`src/rtl/edge_event_unit_pkg.sv`:
```
// Shared definitions for the edge event unit: edge-mode encodings (also used by the MMIO decoder).
package edge_event_unit_pkg;

    localparam logic [1:0] EDGE_OFF  = 2'b00;
    localparam logic [1:0] EDGE_RISE = 2'b01;
    localparam logic [1:0] EDGE_FALL = 2'b10;
    localparam logic [1:0] EDGE_BOTH = 2'b11;

endpackage

```
`src/rtl/edge_event_unit_chan.sv`:
```
// One edge event channel: synchroniser, edge detect, pulse flop, sticky pending flag and
// saturating event counter.
module edge_event_chan
    import edge_event_unit_pkg::*;
#(
    parameter int SYNC_STAGES = 2,
    parameter int CNT_WIDTH   = 8
) (
    input  logic                 clk,
    input  logic                 rst_n,
    input  logic                 signal_i,
    input  logic [1:0]           mode_i,
    input  logic                 primed_i,
    input  logic                 pend_clr_i,
    input  logic                 cnt_clr_i,
    output logic                 edge_pulse_o,
    output logic                 pending_o,
    output logic [CNT_WIDTH-1:0] cnt_o
);

    logic [SYNC_STAGES-1:0] sync_q, sync_d;
    logic                   hist_q;
    logic                   pulse_q, pulse_d;
    logic                   pend_q, pend_d;
    logic [CNT_WIDTH-1:0]   cnt_q, cnt_d;
    logic                   rise, fall, ev;

    function automatic logic [CNT_WIDTH-1:0] sat_inc(input logic [CNT_WIDTH-1:0] v);
        return (&v) ? v : v + 1'b1;
    endfunction

    always_comb begin
        sync_d = {sync_q[SYNC_STAGES-2:0], signal_i};
        rise   = sync_q[SYNC_STAGES-1] & ~hist_q;
        fall   = ~sync_q[SYNC_STAGES-1] & hist_q;

        ev = 1'b0;
        case (mode_i)
            EDGE_OFF:  ev = 1'b0;
            EDGE_RISE: ev = rise;
            EDGE_FALL: ev = fall;
            EDGE_BOTH: ev = rise | fall;
            default:   ev = 1'b0;
        endcase
        ev = ev & primed_i;

        pulse_d = ev;
        // A new event outranks a same-cycle clear so it is never lost.
        pend_d  = ev ? 1'b1 : (pend_clr_i ? 1'b0 : pend_q);

        cnt_d = cnt_q;
        if (cnt_clr_i) begin
            cnt_d = ev ? CNT_WIDTH'(1) : '0;
        end else if (ev) begin
            cnt_d = sat_inc(cnt_q);
        end
    end

    always_ff @(posedge clk or negedge rst_n) begin
        if (!rst_n) begin
            sync_q  <= '0;
            hist_q  <= 1'b0;
            pulse_q <= 1'b0;
            pend_q  <= 1'b0;
            cnt_q   <= '0;
        end else begin
            sync_q  <= sync_d;
            hist_q  <= sync_q[SYNC_STAGES-1];
            pulse_q <= pulse_d;
            pend_q  <= pend_d;
            cnt_q   <= cnt_d;
        end
    end

    assign edge_pulse_o = pulse_q;
    assign pending_o    = pend_q;
    assign cnt_o        = cnt_q;

endmodule

```
`src/rtl/edge_event_unit.sv`:
```
// Multi-channel edge event unit: per-channel detectors plus post-reset priming, IRQ reduction,
// lowest-index pending encoder and counter readback mux.
module edge_event_unit
    import edge_event_unit_pkg::*;
#(
    parameter  int WIDTH       = 1,
    parameter  int SYNC_STAGES = 2,
    parameter  int CNT_WIDTH   = 8,
    localparam int IDX_W       = (WIDTH > 1) ? $clog2(WIDTH) : 1
) (
    input  logic                 clk,
    input  logic                 rst_n,
    input  logic [WIDTH-1:0]     signal_in,
    input  logic [2*WIDTH-1:0]   mode,
    input  logic [WIDTH-1:0]     irq_en,
    input  logic [WIDTH-1:0]     pend_clr,
    input  logic [WIDTH-1:0]     cnt_clr,
    input  logic [IDX_W-1:0]     cnt_sel,
    output logic [WIDTH-1:0]     edge_pulse,
    output logic [WIDTH-1:0]     pending,
    output logic                 irq,
    output logic                 first_valid,
    output logic [IDX_W-1:0]     first_idx,
    output logic [CNT_WIDTH-1:0] cnt_out,
    output logic                 primed
);

    localparam int SET_W = $clog2(SYNC_STAGES + 1);

    logic [SET_W-1:0]     settle_q, settle_d;
    logic                 primed_q, primed_d;
    logic [CNT_WIDTH-1:0] cnt_w [WIDTH];

    // Hold off detection until the synchroniser and history flop carry real samples,
    // so a level already present at reset release is not mistaken for an edge.
    always_comb begin
        settle_d = settle_q;
        primed_d = primed_q;
        if (!primed_q) begin
            if (settle_q == SET_W'(SYNC_STAGES)) begin
                primed_d = 1'b1;
            end else begin
                settle_d = settle_q + 1'b1;
            end
        end
    end

    always_ff @(posedge clk or negedge rst_n) begin
        if (!rst_n) begin
            settle_q <= '0;
            primed_q <= 1'b0;
        end else begin
            settle_q <= settle_d;
            primed_q <= primed_d;
        end
    end

    for (genvar g = 0; g < WIDTH; g++) begin : g_chan
        edge_event_chan #(
            .SYNC_STAGES(SYNC_STAGES),
            .CNT_WIDTH  (CNT_WIDTH)
        ) u_chan (
            .clk         (clk),
            .rst_n       (rst_n),
            .signal_i    (signal_in[g]),
            .mode_i      (mode[2*g +: 2]),
            .primed_i    (primed_q),
            .pend_clr_i  (pend_clr[g]),
            .cnt_clr_i   (cnt_clr[g]),
            .edge_pulse_o(edge_pulse[g]),
            .pending_o   (pending[g]),
            .cnt_o       (cnt_w[g])
        );
    end

    always_comb begin
        irq         = |(pending & irq_en);
        first_valid = |pending;
        first_idx   = '0;
        for (int i = WIDTH - 1; i >= 0; i--) begin
            if (pending[i]) begin
                first_idx = IDX_W'(i);
            end
        end
        cnt_out = '0;
        for (int i = 0; i < WIDTH; i++) begin
            if (cnt_sel == IDX_W'(i)) begin
                cnt_out = cnt_w[i];
            end
        end
    end

    assign primed = primed_q;

endmodule

```
`config.mk`:
```
export PLATFORM = sky130hd
export DESIGN_NAME = edge_event_unit
export DESIGN_NICKNAME = d
export VERILOG_FILES = /design/src/rtl/edge_event_unit_pkg.sv /design/src/rtl/edge_event_unit_chan.sv /design/src/rtl/edge_event_unit.sv
export SDC_FILE = /design/constraint.sdc
export NUM_CORES = 1
export LEC_CHECK = 0
export ABC_AREA = 1
export ABC_CLOCK_PERIOD_IN_PS = 4200
export CAP_MARGIN = 20
export CORE_ASPECT_RATIO = 0.9
export CORE_MARGIN = 1
export CORE_UTILIZATION = 45
export DETAILED_ROUTE_END_ITERATION = 16
export PLACE_DENSITY = 0.74
export REMOVE_ABC_BUFFERS = 1
export SLEW_MARGIN = 20
export SYNTH_ARGS = -nofsm -noshare
export SYNTH_HDL_FRONTEND = slang
export SYNTH_SLANG_ARGS = --single-unit
export TNS_END_PERCENT = 30
```
`constraint.sdc`:
```
create_clock -name clk -period 4.2 [get_ports clk]
set_clock_uncertainty 0.2 [all_clocks]
set_input_delay 0.63 -clock clk [delete_from_list [all_inputs] [get_ports clk]]
set_output_delay 0.63 -clock clk [all_outputs]
set_load 0.02 [all_outputs]
```
# Word level (Yosys, flattened, before mapping)
# Index checks and enable logic that the tools add are counted.
# totals
ff_bits	16
latch_bits	0
ram_bits	0
romBits	0
input_bits	9
out_inout_bits	14
word_cells	39
mem_count	0
# classes
n_addsub	2
mul	0
div	0
n_lt_le_gt_ge	0
eq_ne	5
shifts	0
mux	10
bitwise	9
n_reduce_logical	6
# op_table
cell	n
$mux W8	4
$add A8 B1 Y8 const B	1
$reduce_and A8 Y1	1
$eq A2 B2 Y1 const B	3
$mux W1	5
$and A1 B1 Y1	4
$not A1 Y1	4
$pmux W1 S4	1
$reduce_and A2 Y1	2
$reduce_bool A2 Y1	2
$add A2 B1 Y2 const B	1
$eq A2 B1 Y1 const B	1
$logic_not A2 Y1	1
$ne A2 B2 Y1 const B	1
$or A1 B1 Y1	1

# Logic depth before layout (Yosys ltp)
# Gate-level depths: netlist of run 1.
# logic_depth
depth_word	7
mapped_depth	9

# By module
# A second synthesis of run 1 with hierarchy kept.
# hier_totals
hier_cells	133
area_unflattened_um2	988.4
# modules_own_cells
module	n_inst	cells_per_inst	area_each_um2	seq_area_each_um2
edge_event_chan	1	97	762.0	325.3
edge_event_unit	1	36	226.5	75.1

# Worst setup path after synthesis of run 1
# OpenSTA, ideal clock, no wires.
# synth_path
path_type	input -> output
from	input port cnt_sel
to	output port cnt_out[0]
t_arrival_ns	1.098
t_required_ns	3.370
slack_ns	2.272
stages	2
n_path_buf	1
path_cell_list	clkbuf_1 -> nor2_1
# synth_via
elab_chain_len	1
# synth_rtl
item	line	source
start: declaration	edge_event_unit.sv:18	input logic [IDX_W-1:0] cnt_sel,
$mux W8	edge_event_unit.sv:87	if (cnt_sel == IDX_W'(i)) begin
end: declaration	edge_event_unit.sv:24	output logic [CNT_WIDTH-1:0] cnt_out,
# Every way passes these cells.

# Worst setup path in the final report of run 1
# layout_path
from	input port cnt_sel
to	output port cnt_out[4]
# The elaborated chain is that of the path after synthesis.

==> flow_summary.toml, run 1 <==
[timing]
timing.slew.headroom = 0.531
fin_setup_tns_ns = 0
timing.final.crit_share = 0.667
fmax_ghz = 0.357
finalHoldWorstSlack_ns = 0.160
grt_setup_unrepaired = "no"
final.min_clock_period_ns = 2.80
setup_violations = 0
tightest_slew_ns = 0.701
drv_slew = 0
hold_violations = 0
worst_slack_ns = 1.40

[power_and_ir_drop]
internal-power_uw = 239
pwr-share-clk = 0.320
seqPwrFrac = 0.503
power_density_nw_per_um2 = 275
power.leakage_nw = 0.569
combPwrFrac = 0.177
peakVddDrop_mv = 0.225
switchingPower_uw = 92.8
swShare = 0.280

[job]
cap_violations = 0

[synthesis]
ys_seq_elements = 16
post_synth_num_cell_types = 23
synth_top_area_frac = 0.422
synth_cells = 125
synthSimpleGateAreaFrac = 0.344
synth_xor_area_frac = 0.0277
synth_largest_area_cell = "dfrtp_1"
synth_area_per_cell_um2 = 7.60
synthMuxAreaShare = 0
synth_seq_area_share = 0.422
yosysWarnings = 0
synth-compound-area-share = 0.0461
synth_area_leaders = "dfrtp_1 42%, nand2_1 12%, nor2_1 7.5%"
synth_adder_area_share = 0.0527
syn_area_um2 = 950
synth_top_family_by_area = "simple AND/OR/NAND/NOR gates"

[floorplanning]
coreArea_um2 = 1950
dieArea_um2 = 2300
die_w_um = 50.4
ios = 23
fp.dieH_um = 45.6
start_util = 0.487
rows = 15

[detailed_routing]
drtIter0Drc = 14
wl_per_cell_um = 10.9
drtPass1Iterations = 4
ant_nets = 0
totalWireLength_um = 1860
viasPerCell = 4.81
drc = 0
vias = 822

[status]
status = "completed"

[place]
globalplace.congestion = 0.921
post-place-ws_ns = 1.41
numPortBuffers = 21
dp_hpwl_um = 1410

[grt]
antenna_found_initial = 0
grt_overflow = 0
grt_max_degree = 17
grt_pass1_vias = 754
grt_pass1_wl_um = 3070
track_usage = 0.188

[clock_tree]
cts_buffer_depth = 2
cts_root_buf = "clkbuf_4"
h-tree-depth = 1
clk_latency_ns = 0.29
cts.repair.resized = 0
clkSlewWorstSetupHoldPaths_ns = 0.10
cts_setup_buffers = 0
cts_buffers = 3
cts_hold_buffers = 0
clkSinkCount = 16
cts_tree = "done"

[setup_path]
critPathCaptureType = "output pin"
slowest_stage = "clkdlybuf4s50_1"
cp_cell_sequence = "clkdlybuf4s50_1 -> nor2_1 -> clkdlybuf4s50_1"
path_class = "in2out"
cp_max_fo = 8
crit_top_cell = "clkdlybuf4s50_1"
cp_top_family = "buffers and inverters"
crit_buf_inv = 2
arrival_ns = 1.97
start_kind = "primary input"
slowest_delay_ns = 0.62
required_ns = 3.37

[final_layout]
fin_nets = 160
seq_area_um2 = 400
antenna_cells = 0
final_layout_size_suffix_gt1_frac = 0.103
multi_input_area_um2 = 450
area_growth_pct = 26.7
fillCellCount = 178
final_util = 0.617

[min_path]
hold_path.class = "reg2reg"
## synthesized netlist by cell type
cell type   n
o21ai_1     3
conb_1      1
nand2_2     2
buf_2       1
o21ai_0     1
inv_1      17
inv_2       3
a21oi_1     1
nand3_2     1
o211ai_1    1
buf_4       2
a21boi_2    1
nor3_1      1
nor2_1     19
nand3_1    12
ha_1        4
nand2_4     1
nand3_4     1
xor2_1      3
clkbuf_1    1
nand2_1    31
nor2_4      2
dfrtp_1    16
## registers in the layout (all words and copies together) (netlist names)
name / cells
g_chan.u_chan.pending_o: 1
g_chan.u_chan.edge_pulse_o: 1
settle_q: 2
g_chan.u_chan.hist_q: 1
g_chan.u_chan.sync_q: 2
g_chan.u_chan.cnt_o: 8
primed: 1
## logic make-up after synthesis
logic type      Yosys count
compound gates            7
xor+xnor                  3
fa+ha+maj                 4
buf+inv                  24
flops                    16
other cells               1
simple gates             70
## layout make-up
type	instances	area share
sequential	16	0.333
clock buffer	4	0.0301
timing repair buffer	21	0.175
tap	25	0.0260
multi-input combinational	85	0.374
inverter	20	0.0624
## power by group through the flow
stage / logic (mW) / clock network (mW) / registers, mW
6_report: 0.0585 / 0.106 / 0.167
5_1_grt: 0.0661 / 0.113 / 0.168
3_5_place_dp: 0.0590 / 0 / 0.170
3_3_place_gp: 0.0580 / 0 / 0.170
2_1_floorplan: 0.0265 / 0 / 0.173
4_1_cts: 0.0595 / 0.107 / 0.167
## final timing paths
kind | end | slack, ns | start | cells past startpoint
min | g_chan[0].u_chan.sync_q[1] | 0.16 | g_chan[0].u_chan.sync_q[0] | 0
max in group asynchronous | g_chan[0].u_chan.cnt_o[3] | 2.81 | rst_n | 1
max | cnt_out[4] | 1.40 | cnt_sel | 3
min in group asynchronous | g_chan[0].u_chan.cnt_o[7] | 0.54 | rst_n | 1
max reg2reg | g_chan[0].u_chan.cnt_o[4] | 2.62 | g_chan[0].u_chan.cnt_o[1] | 8
min reg2reg | g_chan[0].u_chan.sync_q[1] | 0.16 | g_chan[0].u_chan.sync_q[0] | 0
## metrics by stage
stage,power (mW),std cells,instance area [um2]
after floorplan,0.199,121,926
after global placement,0.228,167,1170
after detailed placement,0.229,167,1170
after CTS,0.334,171,1200
after global routing,0.348,171,1200
final,0.332,171,1200
## per-layer routing
layer,wire length (um),up-vias,track usage
li1,-,421,-
met1,840,371,0.220
met2,893,25,0.323
met3,90,5,0.0467
met4,36,0,0.100
met5,0,-,0
## cell usage in the layout, fill, tap and decap left out, types with 3 or more instances in the layout
master | synthesis | layout
ha_1 | 4 | 4
dfrtp_1 | 16 | 16
nand3_1 | 12 | 12
inv_1 | 17 | 17
inv_2 | 3 | 3
o21ai_1 | 3 | 3
nand2_1 | 31 | 31
clkdlybuf4s50_1 | 0 | 21
xor2_1 | 3 | 3
nor2_1 | 19 | 19
clkbuf_4 | 0 | 3
No activity file was read; power rests on OpenSTA's default activity.
==> run 2: changes to the inputs <==
ABC_CLOCK_PERIOD_IN_PS = 2900   (was 4200)
clock period = 2.9 ns   (was 4.2 ns; I/O delays follow)
==> run 2 against run 1 <==
Net effect:
- clock-buffer cell count unchanged
- worst hold slack hardly changed
- first-iteration DRC count fell by 57%
- power grew 45%
- non-clock buffer count unchanged
- sequential power rose by 45%
- global-route usage down 0.30 points
- critical endpoint unchanged
- largest power group unchanged
==> flow_summary.toml, run 2 (synthesis results as in run 1) <==
[timing]
fmax_ghz = 0.414
tightest_slew_ns = 0.709
worst_slack_ns = 0.485
setup_violations = 0
final.min_clock_period_ns = 2.41
fin_setup_tns_ns = 0
timing.final.crit_share = 0.833
hold_violations = 0
timing.slew.headroom = 0.526
grt_setup_unrepaired = "no"
drv_slew = 0

[setup_path]
cp_max_fo = 8
reg2reg_slack_ns = 1.30
path_class = "in2out"
slowest_delay_ns = 0.62
slowest_stage = "clkdlybuf4s50_1"
critPathCaptureType = "output pin"
endpoint = "cnt_out[4]"
arrival_ns = 1.78
cp_cell_sequence = "clkdlybuf4s50_1 -> nor2_1 -> clkdlybuf4s50_1"
r2r_end = "g_chan[0].u_chan.cnt_o[4]"
worst-r2r-cell-count = 8
crit_top_cell = "clkdlybuf4s50_1"
crit_start = "cnt_sel"
rr_startpoint = "g_chan[0].u_chan.cnt_o[1]"
required_ns = 2.27
start_kind = "primary input"

[detailed_routing]
vias = 797
ant_nets = 0
wl_per_cell_um = 11.0
drtIter0Drc = 6
drtPass1Iterations = 4
totalWireLength_um = 1890
viasPerCell = 4.66
drc = 0

[grt]
grt_pass1_vias = 735
antenna_found_initial = 0
grt_overflow = 0
grt_max_degree = 17
track_usage = 0.185
grt_pass1_wl_um = 3020

[clock_tree]
h-tree-depth = 1
clkSinkCount = 16
cts_setup_buffers = 0
cts_buffers = 3
clkSlewWorstSetupHoldPaths_ns = 0.09
cts_tree = "done"
clk_latency_ns = 0.30
cts_hold_buffers = 0
cts.repair.resized = 0
cts_root_buf = "clkbuf_4"
cts_buffer_depth = 2

[final_layout]
fin_nets = 160
final_layout_size_suffix_gt1_frac = 0.103
largest_reg_flops = 8
final_cell_mix = "31 x nand2_1, 21 x clkdlybuf4s50_1, 19 x nor2_1, 17 x inv_1, 16 x dfrtp_1"
final_util = 0.617
antenna_cells = 0
area_growth_pct = 26.7
final_common_cell = "nand2_1"
fillCellCount = 185

[power_and_ir_drop]
power.leakage_nw = 0.569
peakVddDrop_mv = 0.342
power_uw = 482
power_density_nw_per_um2 = 400

[floorplanning]
ios = 23
rows = 15
die_w_um = 50.4
dieArea_um2 = 2300
start_util = 0.487
fp.dieH_um = 45.6
coreArea_um2 = 1950

[place]
dp_hpwl_um = 1390
globalplace.congestion = 0.921
numPortBuffers = 21
post-place-ws_ns = 0.494

[min_path]
hold_path.class = "reg2reg"
whs_path_depth = 0

[job]
cap_violations = 0

[status]
status = "completed"
run 2: cell counts in the layout (fill, tap and decap cells not counted):
Identical to the previous run, type by type.
run 2: how the worst min path moves through the flow:
stage | slack (ns) | startpoint | endpoint
2_1_floorplan | -0.06 | rst_n | g_chan[0].u_chan.cnt_o[0]
3_3_place_gp | 0.13 | g_chan[0].u_chan.sync_q[0] | g_chan[0].u_chan.sync_q[1]
3_5_place_dp | 0.14 | g_chan[0].u_chan.sync_q[0] | g_chan[0].u_chan.sync_q[1]
4_1_cts | 0.16 | g_chan[0].u_chan.sync_q[0] | g_chan[0].u_chan.sync_q[1]
5_1_grt | 0.18 | g_chan[0].u_chan.sync_q[0] | g_chan[0].u_chan.sync_q[1]
6_report | 0.16 | g_chan[0].u_chan.sync_q[0] | g_chan[0].u_chan.sync_q[1]
run 2: cell type report:
class / instances / area (um2) / share of cell area
flip-flops and latches: 16 / 400 / 0.333
well taps: 25 / 31.3 / 0.0260
multi-input cells: 85 / 450 / 0.374
clock buffers: 4 / 36.3 / 0.0301
inverters: 20 / 75.1 / 0.0624
repair buffers: 21 / 210 / 0.175
run 2: metrics by stage:
step	cells	area (um2)	hold WS [ns]
5_1_grt	171	1200	0.176
4_1_cts	171	1200	0.160
3_5_place_dp	167	1170	0.138
2_1_floorplan	121	926	-0.0606
6_report	171	1200	0.160
3_3_place_gp	167	1170	0.132
run 2: layer usage:
layer  GRT usage  part of all wire
met5           0                 0
met4       0.100             0.021
met3      0.0467             0.051
met2       0.309              0.47
met1       0.222              0.45
run 2: where the power goes:
| part | switching [mW] | total, mW | internal, mW |
|---|---|---|---|
| Sequential | 0.00969 | 0.242 | 0.233 |
| Combinational | 0.0481 | 0.0850 | 0.0369 |
| Clock | 0.0781 | 0.155 | 0.0766 |
run 2: critical path, delay by kind of cell:
kind	cells	cell delay, ns
buffers and inverters	2	1.17
and+or+nand+nor	1	0.18
